===== config.mk =====
export PLATFORM = sky130hd
export DESIGN_NAME = fetch_decode_reg_ctrl
export DESIGN_NICKNAME = d
export VERILOG_FILES = /design/src/rtl/fetch_decode_reg_ctrl.sv
export SDC_FILE = /design/constraint.sdc
export NUM_CORES = 1
export LEC_CHECK = 0
export ABC_CLOCK_PERIOD_IN_PS = 1750
export CORE_MARGIN = 10
export CORE_UTILIZATION = 39
export DETAILED_ROUTE_END_ITERATION = 8
export PLACE_DENSITY = 0.78
export SETUP_SLACK_MARGIN = 0.15
export SYNTH_ARGS = -nofsm -noshare
export SYNTH_HDL_FRONTEND = slang
export SYNTH_SLANG_ARGS = --single-unit

===== constraint.sdc =====
create_clock -name clock_i -period 1.75 [get_ports clock_i]
set_input_delay 0.35 -clock clock_i [delete_from_list [all_inputs] [get_ports clock_i]]
set_output_delay 0.35 -clock clock_i [all_outputs]
set_load 0.05 [all_outputs]

===== src/rtl/fetch_decode_reg_ctrl.sv =====
// IF/ID pipeline register: stall hold, flush-to-bubble, valid tagging and sticky halt, all on the falling clock edge.
// Optional saturating stall/flush counters are built only when FD_PERF_CNT_EN is defined.
module fetch_decode_reg_ctrl #(
  parameter int unsigned               NB_DATA   = 32,
  parameter int unsigned               NB_PC     = 7,
  parameter logic [NB_DATA-1:0]        NOP_WORD  = '0,
  parameter logic [NB_DATA-1:0]        HALT_WORD = '1,
  parameter int unsigned               NB_CNT    = 16
) (
  input  logic               clock_i,
  input  logic               reset_i,
  input  logic               en_pipeline,
  input  logic               stall_i,
  input  logic               flush_i,
  input  logic [NB_PC-1:0]   pc_i,
  input  logic [NB_DATA-1:0] instruction_i,
  output logic [NB_PC-1:0]   pc_o,
  output logic [NB_DATA-1:0] instruction_o,
  output logic               valid_o,
`ifdef FD_PERF_CNT_EN
  output logic               halt_o,
  output logic [NB_CNT-1:0]  stall_cnt_o,
  output logic [NB_CNT-1:0]  flush_cnt_o
`else
  output logic               halt_o
`endif
);

  // Parameter sanity checked at elaboration so both builds reference NB_CNT.
  if (NB_CNT == 0 || NB_PC == 0 || NB_DATA == 0) begin : g_bad_width
    $error("fetch_decode_reg_ctrl: widths must be nonzero");
  end

  logic [NB_PC-1:0]   r_pc;
  logic [NB_DATA-1:0] r_instr;
  logic               r_valid;
  logic               r_halt;
  logic               w_hold;
  logic               w_is_halt;

  // Halted register ignores everything except reset, exactly like a disabled pipeline.
  assign w_hold    = !en_pipeline || r_halt;
  assign w_is_halt = (instruction_i == HALT_WORD);

  always_ff @(negedge clock_i) begin
    if (reset_i) begin
      r_pc    <= '0;
      r_instr <= NOP_WORD;
      r_valid <= 1'b0;
      r_halt  <= 1'b0;
    end else if (!w_hold) begin
      if (flush_i) begin
        r_pc    <= pc_i;
        r_instr <= NOP_WORD;
        r_valid <= 1'b0;
      end else if (!stall_i) begin
        r_pc    <= pc_i;
        r_instr <= instruction_i;
        r_valid <= 1'b1;
        r_halt  <= w_is_halt;
      end
    end
  end

  assign pc_o          = r_pc;
  assign instruction_o = r_instr;
  assign valid_o       = r_valid;
  assign halt_o        = r_halt;

`ifdef FD_PERF_CNT_EN
  logic [NB_CNT-1:0] r_stall_cnt;
  logic [NB_CNT-1:0] r_flush_cnt;

  // Flush outranks stall, so a cycle with both only bumps the flush counter.
  always_ff @(negedge clock_i) begin
    if (reset_i) begin
      r_stall_cnt <= '0;
      r_flush_cnt <= '0;
    end else if (!w_hold) begin
      if (flush_i) begin
        if (r_flush_cnt != '1) r_flush_cnt <= r_flush_cnt + NB_CNT'(1);
      end else if (stall_i) begin
        if (r_stall_cnt != '1) r_stall_cnt <= r_stall_cnt + NB_CNT'(1);
      end
    end
  end

  assign stall_cnt_o = r_stall_cnt;
  assign flush_cnt_o = r_flush_cnt;
`else
`endif

endmodule


==> results of run 1 <==
[cells by family after synthesis]
kind of cell,count (synthesis),share of synthesized area (%)
compound gates,81,25.9
simple gates,54,16.4
flops,41,51.1
buf+inv,20,6.62
[stage by stage]
step / worst slack [ns] / setup TNS [ns] / hold slack (ns) / util [%]
after floorplan: -0.396 / -9.46 / 0.569 / -
after global placement: -0.956 / -34.73 / 0.500 / 79.5
after detailed placement: -0.979 / -36.05 / 0.504 / 79.5
==> results by group, run 1 <==
Clock network
  – CTS Root Cell: clkbuf_8
  – Max clock buf depth: 2
  – CTS Buf Count: 5
  – CTS Sinks: 41
  – Cells resized by post-CTS repair: 198
  – Total setup buffers inserted after CTS: 17
  – H-Tree Depth: 2
  – Cts hold-fix bufs: 0

Run status
  – Error Message: [ERROR DPL-0033] detailed placement checks failed during check placement.
  – Status: stopped before the end
  – Halt point of the flow: clock tree synthesis (4_1_cts)

Synthesis
  – Post-synth EDFFs: 0
  – Top cell type's share of synthesized area: between 50% and 60%
  – Post-synth top area cell: dfxtp_1
  – Post-synthesis instance area: 1610 um2
  – Top_reg_cell synth: dfxtp_1
  – Synth cell types: 19
  – Ranking of synthesized cells by area: dfxtp_1 51%, a21oi_1 12%, o21ai_1 12%
  – Count leader, synth: dfxtp_1
  – Ys Warns: 0
  – Fraction of registers with async set/reset: 0%
  – Synth cell count leaders: 41 x dfxtp_1, 40 x a21oi_1, 40 x o21ai_1
  – Net Count, Synth: 240
  – Syn_area_per_cell: 8.20 um2
  – Synthesis-stage register bit count: between 40 and 50
  – Synthesized instance count: about 200
  – Register area share after synthesis: 51.1%

Placed design
  – HPWL Detailed: 4560 um
  – PortBufs: 84
  – Placed Area: 3180 um2
  – Routability cong.: about 0.78
  – Inst Count DP: about 330

Floorplan
  – Initial Utilization: 40.2%
  – DIE WIDTH: about 84 um
  – I/O Pins: 85
  – FP Rows: 23
  – Die Y: approximately 84 um
==> inputs of run 2 (changes only) <==
--- a/config.mk
+++ b/config.mk
@@ -9,8 +9,7 @@
 export CORE_MARGIN = 10
 export CORE_UTILIZATION = 39
 export DETAILED_ROUTE_END_ITERATION = 8
-export PLACE_DENSITY = 0.78
-export SETUP_SLACK_MARGIN = 0.15
+export PLACE_DENSITY_LB_ADDON = 0.15
 export SYNTH_ARGS = -nofsm -noshare
 export SYNTH_HDL_FRONTEND = slang
 export SYNTH_SLANG_ARGS = --single-unit
==> results by group, run 2 <==
Floorplan
  – I/O Pins: between 80 and 90
  – Die footprint: ~7100 um2
  – Die Y: roughly 84 um
  – DIE WIDTH: 84.2 um
  – FP Rows: 23
  – Initial Utilization: 40.2%
  – Core region area: 4000 um2

Timing
  – Unrepaired setup endpoints after global routing: true
  – Setup ws final: -0.493 ns
  – Clock skew: between 0.09 and 0.1 ns
  – Final setup viols: 82
  – Fin. max-slew vios: 0
  – Hold Fails Final Rpt: 0
  – Max_slew headroom: a little under three fifths
  – Worst Tran Pin Value: 0.637 ns
  – Total Negative Setup Slacks: -21.50 ns

Route
  – DRT antenna net count: 0
  – Post-route DRC: 0
  – Vias per inst: 6.57
  – Vias: ~2600
  – DR iter-0 viols: 389
  – Routed WL per cell: approximately 31 um
  – Final wirelength: about 12000 um
  – DRT Pass-1 Iters: 5

Worst hold path
  – Hold Crit Class: register to register

Run
  – Max Cap Viol: 0

Clock network
  – Worst-skew pair later-pin latency: 0.47 ns
  – Cts hold-fix bufs: 0
  – CTS Root Cell: clkbuf_8
  – Max clock buf depth: 2
  – CTS Sinks: 41
  – Clock slew at reported path FFs: 0.18 ns
  – CTS tree: done
  – CTS Buf Count: 5
  – H-Tree Depth: 2

Synthesis
  – Register area share after synthesis: 51.1%
  – Synthesis-stage register bit count: 41
  – Net Count, Synth: 240
  – Xor/xnor share of the synthesized area: 0%
  – Syn_area_per_cell: 8.20 um2
  – Post-synthesis instance area: 1610 um2
  – Count leader, synth: dfxtp_1
  – Synth cell count leaders: 41 x dfxtp_1, 40 x a21oi_1, 40 x o21ai_1
  – Top_reg_cell synth: dfxtp_1
  – Post-synth top area cell: dfxtp_1
  – Synthesized instance count: roughly 200
  – Largest family of logic cells by synthesized area: compound AO/OA/AOI/OAI gates
  – Multiplexer share of the synthesized area: 0%
  – Ys Warns: 0
  – Top cell type's share of synthesized area: 51.1%
  – Synth cell types: 19
  – Ranking of synthesized cells by area: dfxtp_1 51%, a21oi_1 12%, o21ai_1 12%
  – Post-synthesis simple-gate area fraction: 16.4%
  – Synth Area in Adders: 0%
  – Post-synth EDFFs: 0
  – Complex-gate fraction of the synthesized area: 25.9%
  – Fraction of registers with async set/reset: 0%

Cells and area
  – Fin util: 97.4%
  – Post-Layout Cell Count: a little under 400
  – Commonest non-fill, non-tap cell in the layout: buf_12
  – Area grow syn2layout: 142%
  – Fin nets: 384
  – Largest register FFs: 32
  – Layout cell share with drive strength beyond 1: 63.3%
  – Commonest non-fill, non-tap cells in the layout: 47 x buf_12, 42 x inv_1, 35 x dfxtp_2, 26 x a21oi_2, 21 x o21ai_2
  – Number of fill cells: between 50 and 60

Global routing
  – Gr ovfl total: 0
  – Initial antenna violation count: 1
  – Pin count of the biggest net entering global routing: 42
  – First-pass GRT wire length: ~11000 um
  – GRT Overall Usage: a little under 20%
  – Number of global-route vias before repair: 2267

Setup path
  – Max Fanout on Critical Path: 2
  – Critical path capture point type: output pin
  – Crit-path slowest cell: dfxtp_2
  – CP arrival: about 1.9 ns
  – Type of the worst setup path: register to output pin
  – Max stage delay on crit path: around 0.40 ns
  – Startpoint Class: register
  – Critical path's top delay family: flip-flops
  – Cell Chain, Critical Path: buf_12
  – Buf/Inv on CP: 1
  – Worst Path Required: between 1 and 1.5 ns

Pwr
  – P per Cell Area: between 700 and 800 nW/um2
  – Total power: 3.06 mW
  – Lkg Pwr: 1.61 nW
  – Worst vdd ir: between 500 and 600 uV

Placed design
  – PortBufs: 84
  – Inst Count DP: 327
  – HPWL Detailed: 4250 um
  – Routability cong.: 0.728
  – Dpl ws: -1.05 ns

Run status
  – Status: finished, violations left
  – Failing checks: setup timing
run 2: routing by layer:
layer,routed length (um),track usage [%]
met5,0,0
met4,1110,11.9
met3,1410,9.18
met2,5840,33.9
met1,3880,18.6
run 2: tightest hold or removal path, delay by kind of cell (launching register included):
kind | cells | cell delay, ns
flip-flops | 1 | 0.35
AO/OA/AOI/OAI | 2 | 0.10
run 2: per-stage QoR:
step                      instance area, um2  hold WS (ns)
after floorplan                         1710         0.596
after global routing                    3890         0.505
final                                   3890         0.489
after detailed placement                3020         0.491
after CTS                               3500         0.495
after global placement                  3020         0.486
run 2: cell type report:
class                      instances  area (um2)  share of cell area (%)
multi-input combinational        135        1060                    27.2
tap                               50        62.6                    1.61
sequential                        41         887                    22.8
clock buffer                       5        68.8                    1.77
clock inverter                    44         194                    4.98
timing repair buffer             114        1610                    41.4
inverter                           2        7.51                   0.193
antenna                            1        2.50                  0.0642
run 2: what timing repair did:
item / in CTS / in global routing
setup endpoints to repair: 82 / 82
gates cloned: 3 / 4
pin swaps: 30 / 33
setup buffers: 5 / 5
resized for setup: 101 / 104
run 2: final timing paths:
check / startpoint / to / slack, ns / cells past startpoint
setup reg to reg: halt_o$_SDFFE_NP0P_ / instruction_o[4]$_SDFFE_NP0P_ / 0.14 / 7
setup / recovery: instruction_o[2]$_SDFFE_NP0P_ / instruction_o[2] / -0.49 / 1
hold reg to reg: pc_o[2]$_SDFFE_NP0P_ / pc_o[2]$_SDFFE_NP0P_ / 0.49 / 2
hold / removal: pc_o[2]$_SDFFE_NP0P_ / pc_o[2]$_SDFFE_NP0P_ / 0.49 / 2
run 2: cells by family (layout without fill, tap and decap cells):
logic type | count (synthesis) | count (layout)
compound gates | 81 | 81
buf+inv | 20 | 165
flops | 41 | 41
other cells | 0 | 1
simple gates | 54 | 54
run 2: where the power goes:
| group | total [mW] | internal, mW | switching [mW] |
|---|---|---|---|
| Sequential | 1.01 | 0.965 | 0.0431 |
| Clock | 1.42 | 0.546 | 0.871 |
| Combinational | 0.634 | 0.289 | 0.345 |
| Total | 3.06 | 1.80 | 1.26 |
Power figures use the tool's default switching activity.
